--- config.mk ---
export PLATFORM = sky130hd
export DESIGN_NAME = nibble_pair_rx
export DESIGN_NICKNAME = d
export VERILOG_FILES = /design/src/rtl/nibble_pkg.sv /design/src/rtl/nibble_timeout_cnt.sv /design/src/rtl/nibble_pair_rx.sv
export SDC_FILE = /design/constraint.sdc
export NUM_CORES = 1
export LEC_CHECK = 0
export CORE_MARGIN = 5
export CORE_UTILIZATION = 52
export CTS_BUF_LIST = sky130_fd_sc_hd__clkbuf_8
export DETAILED_ROUTE_END_ITERATION = 16
export PLACE_DENSITY = 0.95
export SYNTH_ARGS = -nofsm -noshare
export SYNTH_HDL_FRONTEND = slang
export SYNTH_SLANG_ARGS = --single-unit
--- constraint.sdc ---
create_clock -name clk -period 3.25 [get_ports clk]
set_clock_uncertainty 0.2 [all_clocks]
set_input_delay 0.325 -clock clk [delete_from_list [all_inputs] [get_ports clk]]
set_output_delay 0.325 -clock clk [all_outputs]
set_load 0.02 [all_outputs]
--- src/rtl/nibble_pkg.sv ---
// Shared types and constants for the A/B nibble pair receiver.
package nibble_pkg;

  typedef enum logic [1:0] {
    S_IDLE   = 2'd0,
    S_HAVE_A = 2'd1,
    S_FULL   = 2'd2
  } state_t;

  localparam logic SLOT_A = 1'b0;
  localparam logic SLOT_B = 1'b1;

  localparam int DEFAULT_WIDTH = 4;

endpackage

--- src/rtl/nibble_timeout_cnt.sv ---
// Idle-cycle counter for a partial pair; o_expire fires on the increment that would reach TIMEOUT.
module nibble_timeout_cnt #(
  parameter int TIMEOUT = 15
) (
  input  logic clk,
  input  logic rst_n,
  input  logic i_clear,
  input  logic i_inc,
  output logic o_expire
);

  // Counter only ever holds 0..TIMEOUT-1, since it wraps to zero on expiry.
  localparam int CW = (TIMEOUT < 2) ? 1 : $clog2(TIMEOUT);

  logic [CW-1:0] r_count;

  assign o_expire = i_inc && (r_count == CW'(TIMEOUT - 1));

  always_ff @(posedge clk or negedge rst_n) begin
    if (!rst_n) begin
      r_count <= '0;
    end else if (i_clear || o_expire) begin
      r_count <= '0;
    end else if (i_inc) begin
      r_count <= r_count + CW'(1);
    end
  end

endmodule

--- src/rtl/nibble_pair_rx.sv ---
// Reassembles A/B tagged beats into a parallel pair with valid/ready output and error tracking.
// Optional pair comparator enabled by defining NIBBLE_PAIR_CHECK_EN.
module nibble_pair_rx
  import nibble_pkg::*;
#(
  parameter int WIDTH   = DEFAULT_WIDTH,
  parameter int TIMEOUT = 15,
  parameter int CNT_W   = 8
) (
  input  logic               clk,
  input  logic               rst_n,
  input  logic               in_valid,
  input  logic               in_sel,
  input  logic [WIDTH-1:0]   in_data,
  output logic               in_ready,
  output logic [WIDTH-1:0]   out_a,
  output logic [WIDTH-1:0]   out_b,
  output logic               out_valid,
  input  logic               out_ready,
  output logic               err,
`ifdef NIBBLE_PAIR_CHECK_EN
  input  logic [2*WIDTH-1:0] expected_code,
  output logic               match,
`endif
  output logic [CNT_W-1:0]   err_cnt
);

  state_t           r_state;
  state_t           w_nextState;
  logic [WIDTH-1:0] r_outA;
  logic [WIDTH-1:0] r_outB;
  logic             r_err;
  logic [CNT_W-1:0] r_errCnt;

  logic w_inReady;
  logic w_accept;
  logic w_loadA;
  logic w_loadB;
  logic w_errEvent;
  logic w_toClear;
  logic w_toInc;
  logic w_toExpire;

  assign w_inReady = (r_state != S_FULL);
  assign w_accept  = in_valid && w_inReady;

  // The counter only advances while waiting for B, and any accepted beat restarts the wait.
  assign w_toInc   = (r_state == S_HAVE_A) && !w_accept;
  assign w_toClear = (r_state != S_HAVE_A) || w_accept;

  nibble_timeout_cnt #(
    .TIMEOUT (TIMEOUT)
  ) u_timeout (
    .clk      (clk),
    .rst_n    (rst_n),
    .i_clear  (w_toClear),
    .i_inc    (w_toInc),
    .o_expire (w_toExpire)
  );

  always_ff @(posedge clk or negedge rst_n) begin
    if (!rst_n) begin
      r_state <= S_IDLE;
    end else begin
      r_state <= w_nextState;
    end
  end

  always_comb begin
    w_nextState = r_state;
    w_loadA     = 1'b0;
    w_loadB     = 1'b0;
    w_errEvent  = 1'b0;
    case (r_state)
      S_IDLE: begin
        if (w_accept) begin
          if (in_sel == SLOT_A) begin
            w_loadA     = 1'b1;
            w_nextState = S_HAVE_A;
          end else begin
            w_errEvent = 1'b1;
          end
        end
      end
      S_HAVE_A: begin
        // An accepted B beat takes precedence over a timeout in the same cycle.
        if (w_accept) begin
          if (in_sel == SLOT_B) begin
            w_loadB     = 1'b1;
            w_nextState = S_FULL;
          end else begin
            w_loadA    = 1'b1;
            w_errEvent = 1'b1;
          end
        end else if (w_toExpire) begin
          w_errEvent  = 1'b1;
          w_nextState = S_IDLE;
        end
      end
      S_FULL: begin
        if (out_ready) begin
          w_nextState = S_IDLE;
        end
      end
      default: begin
        w_nextState = S_IDLE;
      end
    endcase
  end

  always_ff @(posedge clk or negedge rst_n) begin
    if (!rst_n) begin
      r_outA <= '0;
      r_outB <= '0;
    end else begin
      if (w_loadA) begin
        r_outA <= in_data;
      end
      if (w_loadB) begin
        r_outB <= in_data;
      end
    end
  end

  always_ff @(posedge clk or negedge rst_n) begin
    if (!rst_n) begin
      r_err    <= 1'b0;
      r_errCnt <= '0;
    end else begin
      r_err <= w_errEvent;
      if (w_errEvent && (r_errCnt != {CNT_W{1'b1}})) begin
        r_errCnt <= r_errCnt + CNT_W'(1);
      end
    end
  end

`ifdef NIBBLE_PAIR_CHECK_EN
  logic r_match;

  // Evaluated against the incoming B beat so the result lands together with out_valid.
  always_ff @(posedge clk or negedge rst_n) begin
    if (!rst_n) begin
      r_match <= 1'b0;
    end else if (w_loadB) begin
      r_match <= ({in_data, r_outA} == expected_code);
    end
  end

  assign match = r_match;
`endif

  assign in_ready  = w_inReady;
  assign out_valid = (r_state == S_FULL);
  assign out_a     = r_outA;
  assign out_b     = r_outB;
  assign err       = r_err;
  assign err_cnt   = r_errCnt;

endmodule
==> flow_summary.ini <==
[cts]
cts_resized = 0
htree_levels = 1
clk_pin_slew_ns = 0.08
clock_latency_ns = 0.25
cts_tree = done
cts-root-buf = clkbuf_8
cts-hold-fix-buffers = 0
cts_sinks = 23
cts_buffer_depth = 2
postCtsSetupRepairBufs = 0
numCtsBuffers = 3

[sta]
finalCritPeriodShare_pct = 63.0
slew_headroom_pct = 34.0
worst_pin_slew_ns = 0.987
timing.hold.ws_ns = 0.292
fin_crit_ns = 2.05
rsz0062_at_grt = no
setup_viol = 0
maxSlewViolCount = 0
final.setup.tns_ns = 0
hold_violations = 0
fmax_mhz = 489

[drt]
ant_nets = 0
drt_iter0_markers = 14
num_vias = 701
wl_per_cell_um = 15.5
routed_wl_mm = 2.06
firstDrtPassIters = 4
via_per_inst = 5.27
route.detailed.drc = 0

[worst_setup_path]
path_cells = nand2b_1, inv_1, clkdlybuf4s50_1
crit_fanout = 4
arrival_ns = 1.52
required_ns = 2.72
slowest_delay_ns = 0.60
setup.worst_path.class = register to output port
start_kind = register
endpoint_kind = output port
crit_slowest_cell = clkdlybuf4s50_1

[final_layout]
syn_to_final_growth_pct = 34.9
drive_gt1_share_pct = 13.9
final_cell_mix = clkdlybuf4s50_1 (27), dfrtp_1 (23), mux2_2 (8)
n_antenna_cell = 0
mostFrequentLayoutCell = clkdlybuf4s50_1
fin_nets = 121

[yosys]
synth_area_leaders = dfrtp_1 (58%), mux2_2 (9.0%), xor2_1 (4.4%), ha_1 (3.8%), nand2b_1 (2.5%)
synth_seq_area_share_pct = 57.8
ys_types = 22
yosysTopAreaCell = dfrtp_1
ys_ff_latch = 23
syn_avg_cell_area_um2 = 12.9
synth_top_area_share_pct = 57.8
syn_inst = 77
syn_nets = 89
yosys_warnings = 0
syn_area_um2 = 996

[die]
coreArea_mm2 = 0.00178
die_y_um = 53.8
start_util_pct = 55.9
design.die.area_mm2 = 0.00289
die_w_um = 53.8
pin_count = 28
rows = 15

[placement]
portBuffers = 27
finalWeightedCongestion = 0.731

[global_route]
antenna_found_initial = 0
grt_first_pass_wirelength_mm = 3.57
first_global_vias = 779
grt_max_degree = 24
overflow = 0
grt.total_usage_pct = 17.4

[run_status]
outcome = finished clean

[power_and_ir_drop]
leakage_nw = 0.581
max-vdd-ir-drop_v = 0.000489
power_density_mw_per_mm2 = 722

[job]
cap_viol_max_count = 0

[min_path]
hp-class = register to register
-- where the power goes --
part	internal, W	switching [W]
sequential	0.000356	0.0000739
combinational	0.000188	0.000183
clock	0.0000853	0.0000842
-- worst max-delay path, delay by kind of cell, from the launching register on --
kind          cells  cell delay (ns)
flops             1             0.41
buf+inv           2             0.66
simple gates      1             0.19
-- layer usage --
metal	GRT usage, %	vias to the layer above	routed length (um)
met3	2.22	2	70
met4	8.51	0	23
li1	-	333	-
met2	30.8	12	1150
met5	0	-	0
met1	20.4	354	815
-- synth_stat cells --
master,number
a21oi_1,2
a31oi_1,2
and3_1,2
dfrtp_1,23
ha_1,3
inv_1,2
mux2_1,2
mux2_2,8
nand2_1,1
nand2b_1,4
nand3_1,3
nand4_1,3
nand4b_1,1
nor2_1,5
nor2b_1,1
nor3b_1,2
o21a_2,1
o21ai_0,3
o22ai_4,1
or3b_4,1
xnor2_1,2
xor2_1,5
-- sequential cells by signal, summed over array words and instances, names as in the netlist --
register / count
err: 1
err_cnt: 8
out_a: 4
out_b: 4
r_state: 2
u_timeout.r_count: 4
-- metrics by stage --
| step | setup WS, ns | std cells | power (W) | area, um^2 | utilization (%) |
|---|---|---|---|---|---|
| finish | 1.20 | 133 | 0.000970 | 1340 | 75.4 |
| detailed placement | 0.941 | 129 | 0.000807 | 1300 | 72.8 |
| CTS | 1.19 | 133 | 0.000979 | 1340 | 75.4 |
| global route | 1.14 | 133 | 0.00103 | 1340 | 75.4 |
| global placement | 0.978 | 129 | 0.000786 | 1300 | 72.8 |
| floorplan | 1.41 | 77 | 0.000611 | 996 | - |
-- cell type report --
type | instances | area [um^2]
fillers | 122 | 439
clock inverters | 1 | 5.00
multi-input cells | 52 | 413
well taps | 25 | 31.3
clock buffers | 3 | 41.3
flip-flops and latches | 23 | 576
inverters | 2 | 7.51
repair buffers | 27 | 270
-- logic make-up (layout without fill, tap and decap cells) --
| logic type | count (synthesis) | in the layout | share of synthesized area [%] |
|---|---|---|---|
| multiplexers | 10 | 10 | 11.3 |
| AND/OR/NAND/NOR | 23 | 23 | 13.6 |
| AO/OA/AOI/OAI | 9 | 9 | 6.66 |
| XOR/XNOR | 7 | 7 | 6.16 |
| flip-flops | 23 | 23 | 57.8 |
| adder cells (fa/ha/maj) | 3 | 3 | 3.77 |
| buffers and inverters | 2 | 33 | 0.754 |
-- path summary, 6_finish.rpt --
| check | start | to | slack, ns | cells after the start |
|---|---|---|---|---|
| max in group asynchronous | rst_n | out_a[0] | 1.84 | 1 |
| worst max-delay path | r_state[0] | out_valid | 1.20 | 3 |
| min in group asynchronous | rst_n | err_cnt[6] | 0.41 | 1 |
| worst min-delay path | u_timeout.r_count[0] | u_timeout.r_count[0] | 0.29 | 1 |
| worst max register to register | r_state[1] | err_cnt[1] | 1.30 | 4 |
| worst min register to register | u_timeout.r_count[0] | u_timeout.r_count[0] | 0.29 | 1 |
(Power assumes the default switching activity.)
==> RTL change, RTL diff (config.mk and constraints unchanged) <==
Register the output `err` once more, cleared by the reset; this adds one clock of latency there. The other outputs are not delayed to match.
--- a/src/rtl/nibble_pair_rx.sv
+++ b/src/rtl/nibble_pair_rx.sv
@@ -154,5 +154,11 @@
   assign out_a     = r_outA;
   assign out_b     = r_outB;
-  assign err       = r_err;
+  always_ff @(posedge clk or negedge rst_n) begin
+    if (!rst_n) begin
+      err <= '0;
+    end else begin
+      err <= r_err;
+    end
+  end
   assign err_cnt   = r_errCnt;
 
Formal check against the unedited RTL: not equivalent (a bounded check fails within 4 cycles, from zero or initial values and one cycle with rst_n low).
==> RTL change against the original RTL <==
- worst hold slack got worse by 140 ps
- setup slack got worse by 19 ps
- wire length decreased by 8.0%
- clock power decreased by 2%
- synthesized area increased by 2.5%
- global-route usage decreased by 1.8 points
- via count decreased by 2.6%
- sequential cell count increased by 1
- cell count increased by 1.5%
- total power about the same
- design area increased by 1.7%
- critical path type is now input port to register
- largest cell class unchanged
==> RTL change: results <==
[final_layout]
n_fill_cell = 139
largest_reg_flops = 8
finalNetCount = 122
drive_gt1_share_pct = 13.0
n_antenna_cell = 0

[cts]
cts_root_buf = "clkbuf_8"
cts_setup_buffers = 0
ctsResizeCount = 0
path_clk_slew_ps = 80
numCtsBuffers = 3
htreeDepth = 1
clock_latency_ps = 250

[global_route]
globalRouteTotalUtil_pct = 15.6
grt_overflow = 0
grt_pass1_wl_um = 3260
antenna_found_initial = 0
grt_pass1_vias = 769
grt_max_degree = 25

[placed_design]
io_buffers = 27
gp_congestion = 0.749
pre_cts_ws_ps = 938

[yosys]
yosys-top-cells-area = "dfrtp_1 59%, mux2_2 8.8%, xor2_1 4.3%"
ys_seq_area_share_pct = 58.8
yosysUniqueCellTypes = 22
syn-num-nets = 90
synth_warnings = 0
synth_common_cells = "24 x dfrtp_1, 8 x mux2_2, 5 x nor2_1, 5 x xor2_1, 4 x nand2b_1"

[status]
status = "finished clean"

[route]
viasPerCell = 5.06
drtIter0Drc = 8
dr.pass1.iters = 4
routedWlPerCell_um = 14.0

[hold_path]
hold_class = "register to register"

[sta]
fin_tns_setup_ps = 0
tightest_slew_ps = 988

[setup_path]
cp_max_fo = 8
arrival_ps = 2010

[pwr]
leakage_nw = 0.590
ir_drop_mv = 0.528
[RTL change: worst paths after layout]
check                           startpoint    endpoint  slack, ps  depth (start not counted)
worst max-delay path              in_valid  err_cnt[1]       1180                          5
worst min-delay path                 r_err         err        150                          0
worst max register to register  r_state[1]  err_cnt[1]       1290                          4
worst min register to register       r_err         err        150                          0
max in group asynchronous            rst_n    out_b[3]       1840                          1
min in group asynchronous            rst_n  err_cnt[7]        410                          1
[RTL change: area by class of cell]
class	count	area, um2	area share (%)
sequential	24	601	44.0
multi-input combinational	52	413	30.2
timing repair buffer	27	270	19.8
clock buffer	3	41.3	3.02
tap	27	33.8	2.47
inverter	2	7.51	0.549
[RTL change: per-stage QoR]
stage	cells	total power (W)	area, um2	hold slack, ps
3_5_place_dp	132	0.000814	1330	139
3_3_place_gp	132	0.000801	1330	133
4_1_cts	135	0.000978	1370	156
2_1_floorplan	78	0.000626	1020	-171
6_report	135	0.000970	1370	153
5_1_grt	135	0.00103	1370	172
[RTL change: critical path, stage by stage]
cell and delay, ps:
clkdlybuf4s50_1 460, or3b_4 410, o22ai_4 260, o21a_2 230, mux2_1 320
[RTL change: layer usage]
metal / routed length, um / global-route usage (%)
met1: 789 / 19.5
met2: 1030 / 25.7
met3: 48 / 3.00
met4: 19 / 7.47
met5: 0 / 0
[RTL change: cells by family after synthesis]
kind of cell | share of synthesized area [%]
xor+xnor | 6.01
simple gates | 13.2
flops | 58.8
fa+ha+maj | 3.68
buf+inv | 0.736
mux | 11.0
compound gates | 6.49
[RTL change: power by group]
part	switching, W	internal [W]
registers	0.0000696	0.000370
logic	0.000177	0.000188
clock network	0.0000828	0.0000825
total	0.000330	0.000641
